### config.mk
export PLATFORM = sky130hd
export DESIGN_NAME = ifu_prefetch
export DESIGN_NICKNAME = d
export VERILOG_FILES = /design/src/rtl/ifu_prefetch.sv
export SDC_FILE = /design/constraint.sdc
export NUM_CORES = 1
export LEC_CHECK = 0
export ABC_AREA = 1
export ABC_CLOCK_PERIOD_IN_PS = 5000
export CORE_ASPECT_RATIO = 1.2
export CORE_MARGIN = 4
export CORE_UTILIZATION = 35
export DETAILED_ROUTE_END_ITERATION = 12
export HOLD_SLACK_MARGIN = 0.02
export PLACE_DENSITY = 0.59
export SLEW_MARGIN = 30
export SYNTH_ARGS = -nofsm -noshare
export SYNTH_HDL_FRONTEND = slang
export SYNTH_SLANG_ARGS = --single-unit
### constraint.sdc
create_clock -name clk -period 5 [get_ports clk]
set_input_delay 0.75 -clock clk [delete_from_list [all_inputs] [get_ports clk]]
set_output_delay 0.75 -clock clk [all_outputs]
set_load 0.01 [all_outputs]
### src/rtl/ifu_prefetch.sv
// ifu_prefetch: credit-based instruction prefetch queue.
// Issues ibus fetches and hands {pc,inst} pairs to decode in order.
module ifu_prefetch #(
  parameter int ADDR_W = 32,
  parameter int DEPTH = 4,
  parameter logic [ADDR_W-1:0] RESET_ADDR = '0
) (
  input  logic              clk,
  input  logic              rst,
  output logic              ibus_req_o,
  output logic [ADDR_W-1:0] ibus_addr_o,
  input  logic              ibus_gnt_i,
  input  logic              ibus_rvalid_i,
  input  logic [31:0]       ibus_rdata_i,
  output logic              id_valid_o,
  output logic [ADDR_W-1:0] id_pc_o,
  output logic [31:0]       id_inst_o,
  input  logic              id_ready_i,
  input  logic              jump_req_i,
  input  logic [ADDR_W-1:0] jump_pc_i
);

  localparam int PW = $clog2(DEPTH);
  localparam int CW = PW + 1;
  localparam int SW = CW + 2;

  logic [ADDR_W-1:0] fetch_pc;
  logic [ADDR_W-1:0] resp_pc;
  logic [ADDR_W-1:0] pc_q [DEPTH];
  logic [31:0]       inst_q [DEPTH];
  logic [PW-1:0]     rd_ptr;
  logic [PW-1:0]     wr_ptr;
  logic [CW-1:0]     count;
  logic [CW-1:0]     inflight;
  logic [CW-1:0]     discard;
  logic [CW-1:0]     discard_jmp;
  logic [SW-1:0]     credit_used;
  logic [ADDR_W-1:0] jump_pc;
  logic              grant;
  logic              push;
  logic              pop;
  logic              drop;
  logic              rv_old;

  // every slot is reserved at request time, so the FIFO can never overflow
  assign credit_used = SW'(count) + SW'(inflight) + SW'(discard);

  assign ibus_req_o  = !rst && !jump_req_i &&
                       (credit_used < SW'(DEPTH));
  assign ibus_addr_o = fetch_pc;
  assign grant       = ibus_req_o && ibus_gnt_i;

  // stale responses are dropped first; strays with nothing owed are ignored
  assign drop   = ibus_rvalid_i && (discard != '0);
  assign push   = ibus_rvalid_i && (discard == '0) &&
                  (inflight != '0) && !jump_req_i;
  assign pop    = id_valid_o && id_ready_i && !jump_req_i;
  assign rv_old = ibus_rvalid_i &&
                  ((discard != '0) || (inflight != '0));

  assign jump_pc     = jump_pc_i & ~ADDR_W'(3);
  assign discard_jmp = CW'(SW'(discard) + SW'(inflight) +
                       SW'(grant) - SW'(rv_old));

  assign id_valid_o = !rst && (count != '0);
  assign id_pc_o    = pc_q[rd_ptr];
  assign id_inst_o  = inst_q[rd_ptr];

  // control state: reset, then redirect, then normal fetch/response/pop
  always_ff @(posedge clk) begin
    if (rst) begin
      fetch_pc <= RESET_ADDR;
      resp_pc  <= RESET_ADDR;
      rd_ptr   <= '0;
      wr_ptr   <= '0;
      count    <= '0;
      inflight <= '0;
      discard  <= '0;
    end else if (jump_req_i) begin
      fetch_pc <= jump_pc;
      resp_pc  <= jump_pc;
      rd_ptr   <= '0;
      wr_ptr   <= '0;
      count    <= '0;
      inflight <= '0;
      discard  <= discard_jmp;
    end else begin
      if (grant) begin
        fetch_pc <= fetch_pc + ADDR_W'(4);
      end
      if (push) begin
        resp_pc <= resp_pc + ADDR_W'(4);
        wr_ptr  <= wr_ptr + PW'(1);
      end
      if (pop) begin
        rd_ptr <= rd_ptr + PW'(1);
      end
      if (drop) begin
        discard <= discard - CW'(1);
      end
      inflight <= inflight + CW'(grant) - CW'(push);
      count    <= count + CW'(push) - CW'(pop);
    end
  end

  // FIFO storage, written only on an accepted response
  always_ff @(posedge clk) begin
    if (push) begin
      pc_q[wr_ptr]   <= resp_pc;
      inst_q[wr_ptr] <= ibus_rdata_i;
    end
  end

endmodule

==> impl_summary.md <==
Outcome
The flow ran to the end, and the final reports show no timing, DRC or antenna violations.

Global routing
The global-route usage over all layers is 0.166. The number of antenna violations at the first check in global routing was 0. The via count of the first global-routing pass is roughly 11,000.

The global-route wire length before repair is ~58 mm. The overflow left after global routing is 0. The largest net degree at the start of global routing is 85.

Critical path
STA puts the critical path data arrival time at roughly 3.2 ns. The type of the setup path with the least slack is reg -> out. The sort of element at the end of the critical path is an output pin. The setup slack of the worst register-to-register path is 1.14 ns. The reg-to-reg endpoint is discard[2]$_SDFFE_PP0P_. The worst register-to-register path has a depth of 16. The most critical setup path has its endpoint at id_pc_o[13]. The required time of the worst setup path is 4.25 ns.

The worst register-to-register path begins at inflight[1]$_SDFF_PP0_. STA classifies the critical path startpoint as a flip-flop. The highest fanout seen on the critical path is 78.

Yosys
Counting flops and latches in the post-synthesis netlist gives between 300 and 400. The mean instance size in the synthesized netlist is approximately 9.9 sq um. Synthesis handed over a netlist of roughly 1,500 instances. The yosys synthesis warning count is 0. The fraction of synthesis flops using an asynchronous set or reset pin is 0. Of the synthesized area, sequential elements account for 0.624.

In this run, distinct cell masters in the synthesized netlist total between 40 and 50. The most used flip-flop cell after synthesis is edfxtp_1. Counting flops with a built-in enable in the synthesized netlist gives between 200 and 250. In this run the cell area of the synthesized design comes to 14,300 sq um.

Timing
The final count of negative-setup-slack endpoints is 0. The clock period minus worst slack is 3.93 ns. The max-slew violation count is 0. The worst slack on hold paths is 0.461 ns. For this run, the top clock speed supported by timing is between 200 and 300 MHz. The count of endpoints failing hold in the final timing report came to 0. Setup repair after global routing left no endpoint under its margin. The part of the cycle the worst path needs is 0.786.

For the pin with the worst max-slew slack, the measured transition is between 0.8 and 0.9 ns. After routing, the total negative slack on setup checks comes to 0 ns. In this run the tightest slew margin relative to its limit is 0.455. The setup clock skew after layout is 0.0153 ns. The smallest setup slack after layout is 1.07 ns.

Final layout
Leaving out fill and tap cells, the most frequent cell in the layout is nand2_1. The number of antenna diodes in the final layout is 0. The net count of the finished layout is approximately 1,700. In the layout the commonest cells are nand2_1 (265), edfxtp_1 (248), nor2_1 (231). Of the cells placed in the final design, the portion with a size suffix greater than 1 is 0.0638. Compared with the post-synthesis result, the final layout area differs by 23.4%. Counting the fill cells in the layout gives approximately 4,000. After routing the design area is approximately 18,000 sq um. For this run, the number of standard cells in the final layout without fillers is 2,170.

Route
The wire length on met2 is around 18 mm. Routed signal wires occupy layers up through met4. After detailed routing, the average wire length per cell comes to around 17 um. After detailed routing, the wire length on met1 is roughly 16 mm.

Dividing the detail-routed via count by the number of cells gives a little under 5. After detailed routing, the met3 layer carries around 2.3 mm of wire. The remaining antenna violation count is 0. Wires add up to about 37 mm. The total via count after detailed routing is 10,700. After detailed routing, the number of remaining DRC violations is 0. The count of routing violations after the opening detailed-route iteration is between 500 and 600. The number of optimization iterations in the first detailed-route pass is 5.

Clocking
The CTS tree is done. The post-CTS resize count is 0. The root buffer cell chosen for the clock tree is clkbuf_16. The deepest clock path buffer count is 3. The setup fix buffers added after clock tree synthesis is 0.

CTS built an H-tree with a depth of 2. The number of clock sinks is 323. The number of buffers inserted during clock tree synthesis is 34.

The clock transition time at the flip-flop clock pins of the worst setup and hold paths is approximately 0.060 ns. The later-pin clock latency in the skew report is ~0.52 ns. The number of hold buffers added after CTS was 0.

Placed design
The number of buffers inserted by port buffering is about 160. The cell area after placement is 16,600 sq um. The placement-stage worst setup slack is 1.11 ns. After detailed placement, the design holds a cell count of 2,109. Once detailed placement completed, the half-perimeter wirelength came to 24.8 mm.

The final RePlAce weighted congestion is 0.925.

Floorplanning
The initialized floorplan defines a little over 80 standard-cell rows. Measured along the x axis, the die boundary spans 193 um. The I/O pin count is about 170. In this run the standard cell core region covers 40,600 sq um. The effective utilization at floorplan is 0.353.

The area of the die is around 44,000 sq um. The die span in y is 230 um.

Power and ir drop
The power density over cell area is 325 nW/um^2. The worst ir drop on vdd is ~0.22 mV. The analysis attributes to cell leakage a power of 0.00617 uW.

Hold path
The min-delay analysis places its worst path in the category reg -> reg. The startpoint of the most critical hold path is rd_ptr[1]$_SDFFE_PP0P_.

Job
The tool flagged a number of max-cap violations equal to 0.
## power by group
part / switching [uW] / internal (uW) / total (uW)
combinational: 180 / 157 / 337
clock: 980 / 1440 / 2420
sequential: 63.5 / 2920 / 2990
total: 1220 / 4520 / 5750
## state kept, by name, summed over array words and instances, names as in the netlist, named ones only
signal and count:
count 3, wr_ptr 2, ibus_addr_o 30, inst_q 128, inflight 3, resp_pc 30, pc_q 120, discard 3
rd_ptr 2
## per-layer routing
layer  track usage  up-vias
li1              -     5279
met1         0.210     5089
met2         0.285      313
met3        0.0299       62
met4        0.0546        0
met5             0        -
## synth_stat cells (all sizes together), types with 5 or more instances
cell type | n | area (sq um)
inv | 108 | 410
xor2 | 16 | 140
nor2 | 242 | 926
buf | 19 | 126
ha | 16 | 200
nand3b | 7 | 52.6
fa | 7 | 140
nand2 | 269 | 1030
dfxtp | 75 | 1500
o21ai | 163 | 816
clkbuf | 48 | 181
a31oi | 10 | 62.6
a21oi | 47 | 235
nand4 | 5 | 31.3
nand3 | 71 | 373
o22ai | 62 | 388
xnor2 | 12 | 105
nor3 | 9 | 50.1
edfxtp | 248 | 7450
## final cells by class
class                   instances  area [sq um]  share of cell area
clock buffers                  48           997              0.0563
repair buffers                184          1850               0.105
flip-flops and latches        323          8950               0.506
multi-input cells             954          4710               0.266
inverters                     109           420              0.0238
well taps                     539           674              0.0381
clock inverters                13          90.1             0.00509
## kinds of logic (layout without fill, tap and decap cells)
logic type      after synthesis  count (layout)  share of synthesized area
simple gates                606             606                      0.173
flops                       323             323                      0.624
xor+xnor                     28              28                     0.0171
fa+ha+maj                    23              23                     0.0237
other cells                   1               4                   0.000261
compound gates              293             293                      0.111
buf+inv                     176             354                     0.0507
## worst min path at each step
| stage | endpoint | slack, ns | cells past startpoint |
|---|---|---|---|
| after floorplan | flip-flop | 0.44 | 2 |
| after global placement | flip-flop | 0.45 | 2 |
| after detailed placement | flip-flop | 0.45 | 2 |
| after CTS | flip-flop | 0.47 | 2 |
| after global routing | flip-flop | 0.49 | 2 |
| final | flip-flop | 0.46 | 2 |
## worst max-delay path: stages (launching register included)
cell	delay, ns
dfxtp_4	0.61
clkinv_2	0.63
buf_12	0.44
o21ai_0	0.24
o22ai_1	0.19
clkdlybuf4s50_1	0.52
## stage by stage
step / utilization / total power (uW)
finish: 0.436 / 5750
detailed placement: 0.409 / 3380
global placement: 0.409 / 3370
CTS: 0.436 / 5830
floorplan: - / 3220
global route: 0.436 / 5980
No activity file was read; power rests on OpenSTA's default activity.
